--- src/rtl/core_sequencer_if.sv ---
// ----------------------------------------------------------------------------
// core_sequencer_if
//   Instruction- and data-memory handshake bundle between the core sequencer
//   and the memory system.
//
//   imem_req    sequencer -> imem : instruction fetch request
//   imem_ready  imem -> sequencer : instruction word valid this cycle
//   dmem_req    sequencer -> dmem : data access request
//   dmem_we     sequencer -> dmem : 1 = store, 0 = load
//   dmem_ready  dmem -> sequencer : data access complete
// ----------------------------------------------------------------------------
interface core_sequencer_if;
    logic imem_req;
    logic imem_ready;
    logic dmem_req;
    logic dmem_we;
    logic dmem_ready;

    modport master (
        output imem_req,
        input  imem_ready,
        output dmem_req,
        output dmem_we,
        input  dmem_ready
    );

    modport slave (
        input  imem_req,
        output imem_ready,
        input  dmem_req,
        input  dmem_we,
        output dmem_ready
    );
endinterface

--- src/rtl/core_sequencer.sv ---
// ----------------------------------------------------------------------------
// core_sequencer
//   Multi-cycle control FSM for the RV32I core. Walks one instruction at a
//   time through FETCH, DECODE, EXECUTE, MEM and WRITEBACK, and diverts to
//   TRAP on illegal instructions or memory timeouts, or to HALT on SYSTEM.
//
//   Parameters
//     TIMEOUT   max cycles waiting for a ready before trapping (0 = never)
//     CNT_W     wait-counter width, 2**CNT_W > TIMEOUT
//
//   Ports
//     clk, reset            clock, synchronous active-high reset
//     mem                   memory handshake bundle (master side)
//     inst_load             latch fetched word into the instruction register
//     dec_nreset            decoder enable; 0 blanks the decoder outputs
//     is_* / mem_en / rw /  decoder class flags
//     rd_enc
//     branch_taken          ALU compare result
//     rf_we, pc_we, pc_sel  register-file and PC update controls
//     trap, trap_cause      one-cycle trap pulse and sticky cause
//     halted                core stopped on a SYSTEM instruction
//     instret               retired-instruction counter
//     state_dbg             current state encoding
// ----------------------------------------------------------------------------
module core_sequencer #(
    parameter int unsigned TIMEOUT = 255,
    parameter int unsigned CNT_W   = 8
) (
    input  logic                   clk,
    input  logic                   reset,
    core_sequencer_if.master       mem,
    output logic                   inst_load,
    output logic                   dec_nreset,
    input  logic                   is_invalid,
    input  logic                   is_jal,
    input  logic                   is_jalr,
    input  logic                   is_branch,
    input  logic                   is_fence,
    input  logic                   is_system,
    input  logic                   mem_en,
    input  logic                   rw,
    input  logic                   rd_enc,
    input  logic                   branch_taken,
    output logic                   rf_we,
    output logic                   pc_we,
    output logic [1:0]             pc_sel,
    output logic                   trap,
    output logic [1:0]             trap_cause,
    output logic                   halted,
    output logic [31:0]            instret,
    output logic [2:0]             state_dbg
);

    typedef enum logic [2:0] {
        S_FETCH     = 3'd0,
        S_DECODE    = 3'd1,
        S_EXECUTE   = 3'd2,
        S_MEM       = 3'd3,
        S_WRITEBACK = 3'd4,
        S_TRAP      = 3'd5,
        S_HALT      = 3'd6
    } state_t;

    localparam logic [1:0] PC_SEQ    = 2'b00;
    localparam logic [1:0] PC_TARGET = 2'b01;
    localparam logic [1:0] PC_TRAP   = 2'b10;

    localparam logic [1:0] CAUSE_FETCH   = 2'b01;
    localparam logic [1:0] CAUSE_ILLEGAL = 2'b10;
    localparam logic [1:0] CAUSE_DATA    = 2'b11;

    // Counter value seen on the last permitted wait cycle; reaching it
    // without a ready means the TIMEOUT-th wait cycle has elapsed.
    localparam logic [CNT_W-1:0] CNT_LAST =
        (TIMEOUT == 0) ? '0 : CNT_W'(TIMEOUT - 1);

    state_t           r_state;
    state_t           w_next_state;
    logic [CNT_W-1:0] r_wait_cnt;
    logic [31:0]      r_instret;
    logic [1:0]       r_trap_cause;

    logic             w_timeout_hit;
    logic             w_waiting;
    logic             w_retire;
    logic             w_set_cause;
    logic [1:0]       w_next_cause;

    logic             w_imem_req;
    logic             w_inst_load;
    logic             w_dec_nreset;
    logic             w_dmem_req;
    logic             w_dmem_we;
    logic             w_rf_we;
    logic             w_pc_we;
    logic [1:0]       w_pc_sel;
    logic             w_trap;
    logic             w_halted;

    assign w_timeout_hit = (TIMEOUT != 0) && (r_wait_cnt == CNT_LAST);

    // NOTE: state registers use non-blocking assignments so every flop
    // samples the pre-edge values regardless of statement order.
    always_ff @(posedge clk) begin
        if (reset) begin
            r_state      <= S_FETCH;
            r_wait_cnt   <= '0;
            r_instret    <= '0;
            r_trap_cause <= '0;
        end else begin
            r_state <= w_next_state;
            // Counter only runs while stalled in FETCH/MEM, so it is always
            // zero on entry to either waiting state.
            if (w_waiting) begin
                r_wait_cnt <= r_wait_cnt + 1'b1;
            end else begin
                r_wait_cnt <= '0;
            end
            if (w_retire) begin
                r_instret <= r_instret + 32'd1;
            end
            if (w_set_cause) begin
                r_trap_cause <= w_next_cause;
            end
        end
    end

    // NOTE: every signal driven here gets a default first, so no path
    // through the case can leave one unassigned and infer a latch.
    always_comb begin
        w_next_state = r_state;
        w_waiting    = 1'b0;
        w_retire     = 1'b0;
        w_set_cause  = 1'b0;
        w_next_cause = r_trap_cause;
        w_imem_req   = 1'b0;
        w_inst_load  = 1'b0;
        w_dec_nreset = 1'b0;
        w_dmem_req   = 1'b0;
        w_dmem_we    = 1'b0;
        w_rf_we      = 1'b0;
        w_pc_we      = 1'b0;
        w_pc_sel     = PC_SEQ;
        w_trap       = 1'b0;
        w_halted     = 1'b0;

        case (r_state)
            S_FETCH: begin
                w_imem_req = 1'b1;
                // Ready takes priority over an expiring timeout.
                if (mem.imem_ready) begin
                    w_inst_load  = 1'b1;
                    w_next_state = S_DECODE;
                end else if (w_timeout_hit) begin
                    w_next_state = S_TRAP;
                    w_set_cause  = 1'b1;
                    w_next_cause = CAUSE_FETCH;
                end else begin
                    w_waiting = 1'b1;
                end
            end

            S_DECODE: begin
                w_dec_nreset = 1'b1;
                if (is_invalid) begin
                    w_next_state = S_TRAP;
                    w_set_cause  = 1'b1;
                    w_next_cause = CAUSE_ILLEGAL;
                end else if (is_system) begin
                    w_next_state = S_HALT;
                end else begin
                    w_next_state = S_EXECUTE;
                end
            end

            S_EXECUTE: begin
                w_dec_nreset = 1'b1;
                // FENCE retires as a NOP and never touches data memory.
                if (mem_en && !is_fence) begin
                    w_next_state = S_MEM;
                end else begin
                    w_next_state = S_WRITEBACK;
                end
            end

            S_MEM: begin
                w_dec_nreset = 1'b1;
                w_dmem_req   = 1'b1;
                w_dmem_we    = rw;
                if (mem.dmem_ready) begin
                    w_next_state = S_WRITEBACK;
                end else if (w_timeout_hit) begin
                    w_next_state = S_TRAP;
                    w_set_cause  = 1'b1;
                    w_next_cause = CAUSE_DATA;
                end else begin
                    w_waiting = 1'b1;
                end
            end

            S_WRITEBACK: begin
                w_dec_nreset = 1'b1;
                w_rf_we      = rd_enc;
                w_pc_we      = 1'b1;
                if (is_jal || is_jalr || (is_branch && branch_taken)) begin
                    w_pc_sel = PC_TARGET;
                end
                w_retire     = 1'b1;
                w_next_state = S_FETCH;
            end

            S_TRAP: begin
                w_trap       = 1'b1;
                w_pc_we      = 1'b1;
                w_pc_sel     = PC_TRAP;
                w_next_state = S_FETCH;
            end

            S_HALT: begin
                w_halted = 1'b1;
            end

            default: begin
                w_next_state = S_FETCH;
            end
        endcase
    end

    // All outputs are held low for as long as reset is asserted, including
    // the cycle in which reset first arrives mid-transaction.
    assign mem.imem_req = w_imem_req   & ~reset;
    assign mem.dmem_req = w_dmem_req   & ~reset;
    assign mem.dmem_we  = w_dmem_we    & ~reset;
    assign inst_load    = w_inst_load  & ~reset;
    assign dec_nreset   = w_dec_nreset & ~reset;
    assign rf_we        = w_rf_we      & ~reset;
    assign pc_we        = w_pc_we      & ~reset;
    assign pc_sel       = w_pc_sel     & {2{~reset}};
    assign trap         = w_trap       & ~reset;
    assign halted       = w_halted     & ~reset;
    assign trap_cause   = r_trap_cause & {2{~reset}};
    assign instret      = r_instret    & {32{~reset}};
    assign state_dbg    = r_state      & {3{~reset}};

endmodule

--- src/flat_wrapper.sv ---
// flat-port wrapper written by rule: the top's interface ports become plain ports
module core_sequencer_flat 
#(
    parameter int unsigned TIMEOUT = 255,
    parameter int unsigned CNT_W   = 8
)
  (clk, reset, inst_load, dec_nreset, is_invalid, is_jal, is_jalr, is_branch, is_fence, is_system, mem_en, rw, rd_enc, branch_taken, rf_we, pc_we, pc_sel, trap, trap_cause, halted, instret, state_dbg, mem_imem_req, mem_imem_ready, mem_dmem_req, mem_dmem_we, mem_dmem_ready);
  core_sequencer_if mem_i ();
  input  logic clk;
  input  logic reset;
  output logic inst_load;
  output logic dec_nreset;
  input  logic is_invalid;
  input  logic is_jal;
  input  logic is_jalr;
  input  logic is_branch;
  input  logic is_fence;
  input  logic is_system;
  input  logic mem_en;
  input  logic rw;
  input  logic rd_enc;
  input  logic branch_taken;
  output logic rf_we;
  output logic pc_we;
  output logic [1:0] pc_sel;
  output logic trap;
  output logic [1:0] trap_cause;
  output logic halted;
  output logic [31:0] instret;
  output logic [2:0] state_dbg;
  output wire logic [$bits(mem_i.imem_req)-1:0] mem_imem_req;
  input wire logic [$bits(mem_i.imem_ready)-1:0] mem_imem_ready;
  output wire logic [$bits(mem_i.dmem_req)-1:0] mem_dmem_req;
  output wire logic [$bits(mem_i.dmem_we)-1:0] mem_dmem_we;
  input wire logic [$bits(mem_i.dmem_ready)-1:0] mem_dmem_ready;
  assign mem_imem_req = mem_i.imem_req;
  assign mem_i.imem_ready = mem_imem_ready;
  assign mem_dmem_req = mem_i.dmem_req;
  assign mem_dmem_we = mem_i.dmem_we;
  assign mem_i.dmem_ready = mem_dmem_ready;
  core_sequencer #(.TIMEOUT(TIMEOUT), .CNT_W(CNT_W)) u_core (.clk(clk), .reset(reset), .mem(mem_i), .inst_load(inst_load), .dec_nreset(dec_nreset), .is_invalid(is_invalid), .is_jal(is_jal), .is_jalr(is_jalr), .is_branch(is_branch), .is_fence(is_fence), .is_system(is_system), .mem_en(mem_en), .rw(rw), .rd_enc(rd_enc), .branch_taken(branch_taken), .rf_we(rf_we), .pc_we(pc_we), .pc_sel(pc_sel), .trap(trap), .trap_cause(trap_cause), .halted(halted), .instret(instret), .state_dbg(state_dbg));
endmodule
--- config.mk ---
export PLATFORM = sky130hd
export DESIGN_NAME = core_sequencer_flat
export DESIGN_NICKNAME = d
export VERILOG_FILES = /design/src/rtl/core_sequencer_if.sv /design/src/rtl/core_sequencer.sv /design/src/flat_wrapper.sv
export SDC_FILE = /design/constraint.sdc
export NUM_CORES = 1
export LEC_CHECK = 0
export ABC_AREA = 1
export BUFFER_PORTS_ARGS = -buffer_cell sky130_fd_sc_hd__buf_2
export CAP_MARGIN = 20
export CELL_PAD_IN_SITES_DETAIL_PLACEMENT = 1
export CELL_PAD_IN_SITES_GLOBAL_PLACEMENT = 1
export CORE_UTILIZATION = 37
export DETAILED_ROUTE_END_ITERATION = 12
export GPL_TIMING_DRIVEN = 0
export PLACE_DENSITY_LB_ADDON = 0.08
export SETUP_SLACK_MARGIN = 0.1
export SLEW_MARGIN = 20
export SYNTH_ARGS = -nofsm -noshare
export SYNTH_HDL_FRONTEND = slang
export SYNTH_SLANG_ARGS = --single-unit
--- constraint.sdc ---
create_clock -name clk -period 1.9 [get_ports clk]
set_input_delay 0.095 -clock clk [delete_from_list [all_inputs] [get_ports clk]]
set_output_delay 0.095 -clock clk [all_outputs]
set_load 0.03 [all_outputs]
==> qor.csv, run 1 <==
metric,value,unit
Skew-Pair Late Insertion Delay,0.30,ns
HP Start,is_invalid,
flop2flop setup slack,0.26,ns
Setup crit end kind,output port,
die area,7600,um2
Synth top area share,0.336,
Final min period,1.65,ns
Area after DPL,3110,um2
Synth area leaders,"dfxtp_1 34%, nor2_1 13%, nand2_1 12%, inv_1 9.1%, a21oi_1 4.7%",
top_reg_cell synth,dfxtp_1,
Clock Sinks,45,
sequential fraction of the synthesis area,0.336,
crit path max fanout,9,
Slew @ Worst Pin,0.705,ns
Post-Syn Area,2690,um2
fmax,604,MHz
core area,6910,um2
status,"finished, final reports clean",
peak supply drop,0.289,mV
pin count of the biggest net entering global routing,14,
TritonCTS clock tree,built,
IO Pins,62,
CP Launch Point,u_core.r_state[2],
"flops & latches, synth",45,
final setup vio count,0,
Layout Nets,521,
count of cell types in the netlist,32,
crit share post-route,0.871,
Critical Path RT,1.80,ns
Pre-antenna DRT Iters,4,
Fin. Hold Viols,0,
first-pass GRT wire length,13.7,mm
# DRC,0,
last weighted congestion value of the routability-driven placer,0.847,
Hold Crit Endpoint,u_core.r_state[1],
min-delay worst type,input port to flop,
CP startpoint kind,flop,
HPWL Detailed,6.37,mm
Via density,4.87,
layout cells sized above 1,0.190,
"Setup Fix Bufs, Post-CTS",0,
TritonCTS buffer count,5,
Total Wirelength,8.17,mm
Slew Limit Fails,0,
gr ovfl total,0,
"Async S/R FF share, synth",0,
port buffer count,61,
leakage,1.34,nW
post-route cell area,3240,um2
Area Overhead vs Synth,20.6,%
clk_skew,0.00558,ns
initial antenna violation count,0,
gr usage total,0.230,
ANT cells,0,
Mean Syn Cell Area,6.16,um2
Mapped Cells,436,
worst hold path depth,4,
"area leader, netlist",dfxtp_1,
"Net Count, Synth",453,
RSZ-0062 raised after global routing,no,
"Reg clk slew, reported paths",0.08,ns
starting density of the core,0.389,
remaining antenna violation count,0,
Iteration-0 DRC Markers,107,
slew margin rel.,0.527,
H-Tree Level Count,2,
wire length per cell,13.6,um
yosys warns,0,
worst r2r path cells,9,
Crit Path Category,flop to output port,
reg2reg end,u_core.r_instret[21],
Worst R2R Start,u_core.r_state[0],
Core Rows,30,
Chip Height,87.2,um
max-cap viol count,0,
Worst EP arrival,1.56,ns
TNS Setup,0,ns
PwrDens,607,nW/um2
Clock Path Buffers,2,
root buf cell,clkbuf_8,
DR vias,2925,
"EDFF count, synth",0,
vias in the first global route,2970,
Die Wd,87.2,um
layer usage:
metal | wire length, um | GRT usage | up-vias
met5 | 0 | 0 | -
met4 | 133 | 0.0626 | 0
met3 | 278 | 0.0313 | 12
met2 | 3970 | 0.416 | 54
met1 | 3790 | 0.286 | 1350
li1 | - | - | 1509
layout make-up:
| cell class | count | area, um2 |
|---|---|---|
| Buffer | 10 | 45.0 |
| Sequential cell | 45 | 902 |
| Tap cell | 96 | 120 |
| Clock buffer | 7 | 96.3 |
| Timing Repair Buffer | 61 | 305 |
| Multi-Input combinational cell | 314 | 1510 |
| Inverter | 67 | 251 |
| Fill cell | 992 | 3670 |
| Clock inverter | 1 | 5.00 |
power by group:
| part | switching [mW] | internal (mW) | total (mW) |
|---|---|---|---|
| sequential | 0.0306 | 0.964 | 0.995 |
| clock | 0.344 | 0.330 | 0.673 |
| combinational | 0.212 | 0.0854 | 0.298 |
| total | 0.587 | 1.38 | 1.97 |
worst max-delay path by stage:
stage | slack, ns | to | cells past startpoint
final | 0.25 | mem_dmem_we | 6
after global routing | 0.12 | u_core.r_instret[20] | 8
after CTS | 0.18 | u_core.r_instret[20] | 8
after detailed placement | 0.12 | u_core.r_instret[20] | 8
after global placement | 0.21 | u_core.r_instret[20] | 8
after floorplan | 0.28 | pc_sel[1] | 2
through the flow:
stage	utilization	hold slack [ns]	total power, mW	setup WS, ns	std cells
floorplan	-	0.299	1.21	0.281	436
global placement	0.450	0.460	1.30	0.215	593
detailed placement	0.450	0.473	1.31	0.118	593
CTS	0.465	0.151	1.98	0.181	601
global route	0.469	0.182	2.06	0.124	601
finish	0.469	0.147	1.97	0.245	601
synthesized netlist by cell type, types with 3 or more instances:
master / count
nand3_1: 25
nor2_2: 7
nand4_1: 8
a31oi_1: 3
ha_1: 3
inv_1: 65
clkbuf_1: 8
a21oi_1: 25
nor4_1: 4
nand2_1: 88
dfxtp_1: 45
nor2_1: 96
o21ai_2: 3
nor3_1: 15
xor2_1: 4
o21ai_0: 17
logic make-up (layout without fill, tap and decap cells):
| family | after synthesis | after routing | synth area share |
|---|---|---|---|
| AND/OR/NAND/NOR | 255 | 255 | 0.420 |
| buffers and inverters | 77 | 146 | 0.110 |
| AO/OA/AOI/OAI | 51 | 51 | 0.104 |
| flip-flops | 45 | 45 | 0.336 |
| XOR/XNOR | 5 | 5 | 0.0163 |
| adder cells (fa/ha/maj) | 3 | 3 | 0.0140 |
repair_timing:
| action | in CTS | in global routing |
|---|---|---|
| gates resized for setup | 1 | 7 |
| setup endpoints to repair | 1 | 7 |
| hold buffers | 0 | 0 |
state kept, by name (all words and copies together) (netlist names):
signal,cells
u_core.r_instret,32
u_core.r_state,3
u_core.r_trap_cause,2
u_core.r_wait_cnt,8
cell usage in the layout, fill, tap and decap left out, drive strengths merged:
cell    instances
a211oi          1
a21oi          25
a31oi           3
a41oi           1
and2            2
buf            63
clkbuf         15
clkinv          1
dfxtp          45
ha              3
inv            67
nand2          90
nand3          27
nand4           8
nor2          105
nor3           16
nor3b           2
nor4            4
o21a            1
o21ai          20
or2             1
xnor2           1
xor2            4
worst max-delay path, stage by stage, from the launching register on:
cell,delay [ns]
dfxtp_1,0.41
inv_2,0.19
nand3_2,0.16
inv_1,0.16
nand2_1,0.07
nor2_1,0.07
buf_2,0.20
(Power assumes the default switching activity.)
==> run 2: changes to the inputs <==
--- a/config.mk
+++ b/config.mk
@@ -5,12 +5,11 @@
 export SDC_FILE = /design/constraint.sdc
 export NUM_CORES = 1
 export LEC_CHECK = 0
-export ABC_AREA = 1
 export BUFFER_PORTS_ARGS = -buffer_cell sky130_fd_sc_hd__buf_2
 export CAP_MARGIN = 20
 export CELL_PAD_IN_SITES_DETAIL_PLACEMENT = 1
 export CELL_PAD_IN_SITES_GLOBAL_PLACEMENT = 1
-export CORE_UTILIZATION = 37
+export CORE_UTILIZATION = 39
 export DETAILED_ROUTE_END_ITERATION = 12
 export GPL_TIMING_DRIVEN = 0
 export PLACE_DENSITY_LB_ADDON = 0.08
==> qor.csv, run 2 <==
metric,value,unit,change
RSZ-0062 raised after global routing,yes,,was no
Total Wirelength,7.84,mm,was 8.17 mm
"flops & latches, synth",45,,unchanged
Largest regs,"u_core.r_instret (32), u_core.r_wait_cnt (8), u_core.r_state (3)",,unchanged
CP startpoint kind,flop,,unchanged
Synth top area share,0.362,,was 0.336
IO Pins,62,,unchanged
"commonest non-fill, non-tap cell in the layout",buf_2,,was nor2_1
Post-Syn Area,2490,um2,was 2690 um2
first-pass GRT wire length,11.8,mm,was 13.7 mm
HPWL Detailed,5.10,mm,was 6.37 mm
status,"finished, violations left",,"was finished, final reports clean"
Via density,5.36,,was 4.87
"area leader, netlist",dfxtp_1,,unchanged
PnR Total Power,1.84,mW,was 1.97 mW
most frequent cells in the layout,"61 x buf_2, 41 x nor2_1, 28 x nor2b_1, 24 x buf_4, 23 x dfxtp_1",,"was 93 x nor2_1, 87 x nand2_1, 65 x inv_1, 61 x buf_2, 44 x dfxtp_1"
core area,6030,um2,was 6910 um2
slew margin rel.,0.582,,was 0.527
port buffer count,61,,unchanged
Post-synth top cells,"45 x dfxtp_1, 42 x nor2_1, 28 x nor2b_1",,"was 96 x nor2_1, 88 x nand2_1, 65 x inv_1"
Iteration-0 DRC Markers,92,,was 107
root buf cell,clkbuf_8,,unchanged
Layout Nets,420,,was 521
Critical Path RT,2.13,ns,was 1.80 ns
ANT cells,0,,unchanged
count of cell types in the netlist,44,,was 32
layout cells sized above 1,0.418,,was 0.190
failing checks,negative setup slack,,
"Async S/R FF share, synth",0,,unchanged
"Most flops, register",u_core.r_instret,,unchanged
"Reg clk slew, reported paths",0.09,ns,was 0.08 ns
Slew Limit Fails,0,,unchanged
final setup vio count,9,,was 0
remaining antenna violation count,0,,unchanged
hold_buf cts,0,,unchanged
TritonCTS buffer count,5,,unchanged
# DRC,0,,unchanged
most frequent cell after synthesis,dfxtp_1,,was nor2_1
Skew-Pair Late Insertion Delay,0.30,ns,about the same
fmax,515,MHz,was 604 MHz
Clock Sinks,45,,unchanged
Pre-antenna DRT Iters,4,,unchanged
fill cell count,725,,was 992
sequential fraction of the synthesis area,0.362,,was 0.336
dpl cells,446,,was 593
initial antenna violation count,0,,unchanged
TritonCTS clock tree,built,,unchanged
clk_skew,0.00889,ns,was 0.00558 ns
Slew @ Worst Pin,0.627,ns,was 0.705 ns
yosys warns,0,,unchanged
pin count of the biggest net entering global routing,14,,unchanged
last weighted congestion value of the routability-driven placer,0.802,,was 0.847
Fin. Hold Viols,0,,unchanged
final setup margin,-0.0424,ns,was 0.245 ns
Crit Path Category,flop to flop,,was flop to output port
Clock Path Buffers,2,,unchanged
leakage,1.57,nW,was 1.34 nW
vias in the first global route,2508,,was 2970
Mean Syn Cell Area,8.03,um2,was 6.16 um2
"Core Util, Final",0.591,,was 0.469
wire length per cell,16.4,um,was 13.6 um
Area Overhead vs Synth,43.0,%,was 20.6%
crit share post-route,1.02,,was 0.871
"EDFF count, synth",0,,unchanged
min-delay worst type,input port to flop,,unchanged
Die Wd,81.9,um,was 87.2 um
Chip Height,81.9,um,was 87.2 um
die area,6700,um2,was 7600 um2
crit path max fanout,7,,was 9
peak supply drop,0.342,mV,was 0.289 mV
Core Rows,28,,was 30
starting density of the core,0.413,,was 0.389
max-cap viol count,0,,unchanged
Synth area leaders,"dfxtp_1 36%, nor2b_1 7.0%, nor2_1 6.3%, mux2_2 3.6%, or4_1 3.3%",,"was dfxtp_1 34%, nor2_1 13%, nand2_1 12%, inv_1 9.1%, a21oi_1 4.7%"
max reg flops,32,,unchanged
gr ovfl total,0,,unchanged
H-Tree Level Count,2,,unchanged
"Net Count, Synth",327,,was 453
flop2flop setup slack,-0.04,ns,was 0.26 ns
DR vias,2567,,was 2925
Final min period,1.94,ns,was 1.65 ns
top_reg_cell synth,dfxtp_1,,unchanged
Non-Filler Instances,479,,was 601
Setup crit end kind,flop,,was output port
gr usage total,0.230,,about the same
Worst EP arrival,2.17,ns,was 1.56 ns
PwrDens,516,nW/um2,was 607 nW/um2
Mapped Cells,310,,was 436
==> run 2: cell types whose count changed after synthesis, moves of 7 or more <==
cell / change
xnor2_1: +8
a21oi_1: -9
nor2_1: -54
or3_1: +7
o31ai_1: +8
or4_1: +11
inv_1: -53
nor2b_1: +28
nor2_2: -7
o21ai_0: -13
mux2_2: +8
nand3_1: -15
nand2_1: -72
==> run 2: cell type report <==
| class | instances | area (um2) | share of cell area |
|---|---|---|---|
| inverters | 12 | 45.0 | 0.0127 |
| plain buffers | 19 | 145 | 0.0408 |
| clock buffers | 8 | 90.1 | 0.0253 |
| flip-flops and latches | 45 | 953 | 0.268 |
| well taps | 75 | 93.8 | 0.0264 |
| repair buffers | 87 | 537 | 0.151 |
| multi-input cells | 233 | 1700 | 0.476 |
==> run 2: critical path: stages (launching register included) <==
cell	delay (ns)
dfxtp_4	0.38
ha_4	0.15
nand4bb_4	0.14
or4_4	0.45
buf_6	0.15
or4_4	0.47
a21oi_1	0.13
==> run 2: where the power goes <==
part | leakage, nW | switching (mW) | internal (mW)
Clock | 0.0455 | 0.335 | 0.298
Combinational | 1.15 | 0.155 | 0.0927
Sequential | 0.377 | 0.0126 | 0.943
==> run 2: logic make-up after synthesis <==
group	count (synthesis)	share of synthesized area
AOI/OAI and AO/OA	41	0.109
xor gates and xnor gates	16	0.0563
adders and majority gates	3	0.0151
buffers and inverters	32	0.0503
DFF	45	0.362
muxes	8	0.0362
and+or+nand+nor	165	0.372
==> run 2: worst paths after layout <==
path                   startpoint                      to  cells after the start
max reg2reg   u_core.r_instret[0]    u_core.r_instret[28]                      6
min reg2reg  u_core.r_wait_cnt[0]    u_core.r_wait_cnt[0]                      1
min                    is_invalid  u_core.r_trap_cause[1]                      4
max           u_core.r_instret[0]    u_core.r_instret[28]                      6
==> run 2: timing repair <==
item,4_1_cts,5_1_grt
setup endpoints to repair,59,46
buffers inserted,19,6
pin swaps,10,9
resized for setup,35,41
gates cloned,0,1
==> run 2: layer usage <==
metal,GRT usage,wire length (um),up-vias
met5,0,0,-
met4,0.0702,60,0
met3,0.0300,337,7
met2,0.400,3780,64
met1,0.294,3660,1227
li1,-,-,1269
==> run 2: per-stage QoR <==
step	hold WS, ns	TNS (ns)	setup slack [ns]	cell area, um2
3_5_place_dp	0.467	-14.65	-0.652	3020
5_1_grt	0.202	-0.778	-0.0969	3560
2_1_floorplan	0.352	0	0.0597	2620
4_1_cts	0.195	-0.0648	-0.0347	3360
6_report	0.207	-0.136	-0.0424	3560
3_3_place_gp	0.446	-12.61	-0.603	3020
==> run 3: changes to the inputs <==
--- a/config.mk
+++ b/config.mk
@@ -5,11 +5,12 @@
 export SDC_FILE = /design/constraint.sdc
 export NUM_CORES = 1
 export LEC_CHECK = 0
-export BUFFER_PORTS_ARGS = -buffer_cell sky130_fd_sc_hd__buf_2
-export CAP_MARGIN = 20
+export BUFFER_PORTS_ARGS = -buffer_cell sky130_fd_sc_hd__buf_4
+export CAP_MARGIN = 40
 export CELL_PAD_IN_SITES_DETAIL_PLACEMENT = 1
 export CELL_PAD_IN_SITES_GLOBAL_PLACEMENT = 1
 export CORE_UTILIZATION = 39
+export CTS_BUF_LIST = sky130_fd_sc_hd__clkbuf_16
 export DETAILED_ROUTE_END_ITERATION = 12
 export GPL_TIMING_DRIVEN = 0
 export PLACE_DENSITY_LB_ADDON = 0.08
==> qor.csv, run 3 (synthesis gave the netlist of run 2 again) <==
metric,value,unit,change
status,"finished, violations left",,unchanged
failing checks,negative setup slack,,unchanged
worst hold path depth,3,,was 4
clk_skew,0.00496,ns,was 0.00889 ns
# DRC,0,,unchanged
hold_buf cts,0,,unchanged
gr ovfl total,0,,unchanged
post-route cell area,3970,um2,was 3560 um2
vias in the first global route,2822,,was 2508
flop2flop setup slack,-0.15,ns,was -0.04 ns
Slew Limit Fails,0,,unchanged
CP Launch Point,u_core.r_instret[11],,was u_core.r_instret[0]
die area,6700,um2,unchanged
root buf cell,clkbuf_16,,was clkbuf_8
Iteration-0 DRC Markers,99,,was 92
Worst R2R Start,u_core.r_instret[11],,was u_core.r_instret[0]
met2 usage,0.511,,was 0.400
Clock Sinks,45,,unchanged
met1 Usage GRT,0.331,,was 0.294
remaining antenna violation count,0,,unchanged
pin count of the biggest net entering global routing,14,,unchanged
Skew-Pair Late Insertion Delay,0.29,ns,was 0.30 ns
TritonCTS buffer count,5,,unchanged
RSZ-0062 raised after global routing,yes,,unchanged
peak supply drop,0.530,mV,was 0.342 mV
Clock Path Buffers,2,,unchanged
Final min period,2.05,ns,was 1.94 ns
first-pass GRT wire length,14.1,mm,was 11.8 mm
final setup margin,-0.149,ns,was -0.0424 ns
fmax,488,MHz,was 515 MHz
CP startpoint kind,flop,,unchanged
GRT Max-Usage Layer,met2,,unchanged
port buffer count,61,,unchanged
Pre-antenna DRT Iters,4,,unchanged
Largest regs,"u_core.r_instret (32), u_core.r_wait_cnt (8), u_core.r_state (3)",,unchanged
leakage,1.68,nW,was 1.57 nW
slew margin rel.,0.524,,was 0.582
Total Wirelength,10.7,mm,was 7.84 mm
crit path max fanout,7,,unchanged
DR vias,2872,,was 2567
final hold slack,0.201,ns,was 0.207 ns
Layout Nets,432,,was 420
Slew @ Worst Pin,0.714,ns,was 0.627 ns
max reg flops,32,,unchanged
layout cells sized above 1,0.471,,was 0.418
Core Rows,28,,unchanged
core area,6030,um2,unchanged
Setup crit end kind,flop,,unchanged
"Most flops, register",u_core.r_instret,,unchanged
HPWL Detailed,5.28,mm,was 5.10 mm
Die Wd,81.9,um,unchanged
Critical Path RT,2.12,ns,was 2.13 ns
Place WS,-0.563,ns,was -0.652 ns
M3 GR Usage,0.0589,,was 0.0300
ANT cells,0,,unchanged
Worst EP arrival,2.27,ns,was 2.17 ns
max-cap viol count,0,,unchanged
final setup vio count,14,,was 9
TritonCTS clock tree,built,,unchanged
Chip Height,81.9,um,unchanged
Area after DPL,3170,um2,was 3020 um2
HP Start,mem_imem_ready,,was is_invalid
PwrDens,566,nW/um2,was 516 nW/um2
gr usage total,0.284,,was 0.230
worst r2r path cells,5,,was 6
"Reg clk slew, reported paths",0.07,ns,was 0.09 ns
most frequent cells in the layout,"93 x buf_4, 41 x nor2_1, 28 x nor2b_1, 21 x dfxtp_1, 16 x nand2_1",,"was 61 x buf_2, 41 x nor2_1, 28 x nor2b_1, 24 x buf_4, 23 x dfxtp_1"
starting density of the core,0.413,,unchanged
"Core Util, Final",0.658,,was 0.591
H-Tree Level Count,2,,unchanged
crit share post-route,1.08,,was 1.02
Area Overhead vs Synth,59.3,%,was 43.0%
min-delay worst type,input port to flop,,unchanged
Via density,5.85,,was 5.36
"commonest non-fill, non-tap cell in the layout",buf_4,,was buf_2
IO Pins,62,,unchanged
wire length per cell,21.9,um,was 16.4 um
fill cell count,692,,was 725
Fin. Hold Viols,0,,unchanged
initial antenna violation count,0,,unchanged
last weighted congestion value of the routability-driven placer,0.786,,was 0.802
Crit Path Category,flop to flop,,unchanged
run 3: repair_timing:
action	CTS	global route
cloned	2	0
endpoints found under the setup margin	54	37
pin swaps	16	11
resized for setup	44	40
setup buffers	25	10
run 3: final timing paths:
kind,end
worst max-delay path,u_core.r_instret[30]
worst min-delay path,u_core.r_state[0]
worst max register to register,u_core.r_instret[30]
worst min register to register,u_core.r_trap_cause[0]
run 3: routing by layer:
metal | routed length [um] | up-vias | share of wire
li1 | - | 1297 | -
met1 | 4270 | 1409 | 0.40
met2 | 5430 | 130 | 0.51
met3 | 660 | 36 | 0.062
met4 | 367 | 0 | 0.034
met5 | 0 | - | 0
run 3: area by class of cell:
| cell class | count | area, um2 | area share |
|---|---|---|---|
| clock buffer | 5 | 125 | 0.0316 |
| clock inverter | 3 | 37.5 | 0.00947 |
| multi-input combinational | 233 | 1770 | 0.446 |
| timing repair buffer | 98 | 796 | 0.201 |
| buffer | 20 | 146 | 0.0369 |
| inverter | 12 | 45.0 | 0.0114 |
| tap | 75 | 93.8 | 0.0237 |
| sequential | 45 | 953 | 0.240 |
run 3: stage by stage:
step | TNS (ns) | cells | power (mW)
after floorplan | 0 | 310 | 1.14
after global placement | -11.60 | 446 | 1.22
after CTS | -0.0363 | 481 | 2.20
after global routing | -1.45 | 491 | 2.29
final | -1.17 | 491 | 2.25
after detailed placement | -12.57 | 446 | 1.22
run 3: worst max-delay path: stages, from the launching register on:
cell and delay, ns:
dfxtp_1 0.42, nand3_1 0.20, or4_4 0.60, buf_6 0.16, or4_4 0.42, a21oi_2 0.17
run 3: power by group:
part	internal (mW)	switching, mW	total, mW
Combinational	0.111	0.173	0.283
Sequential	0.945	0.0153	0.960
Clock	0.612	0.390	1.00
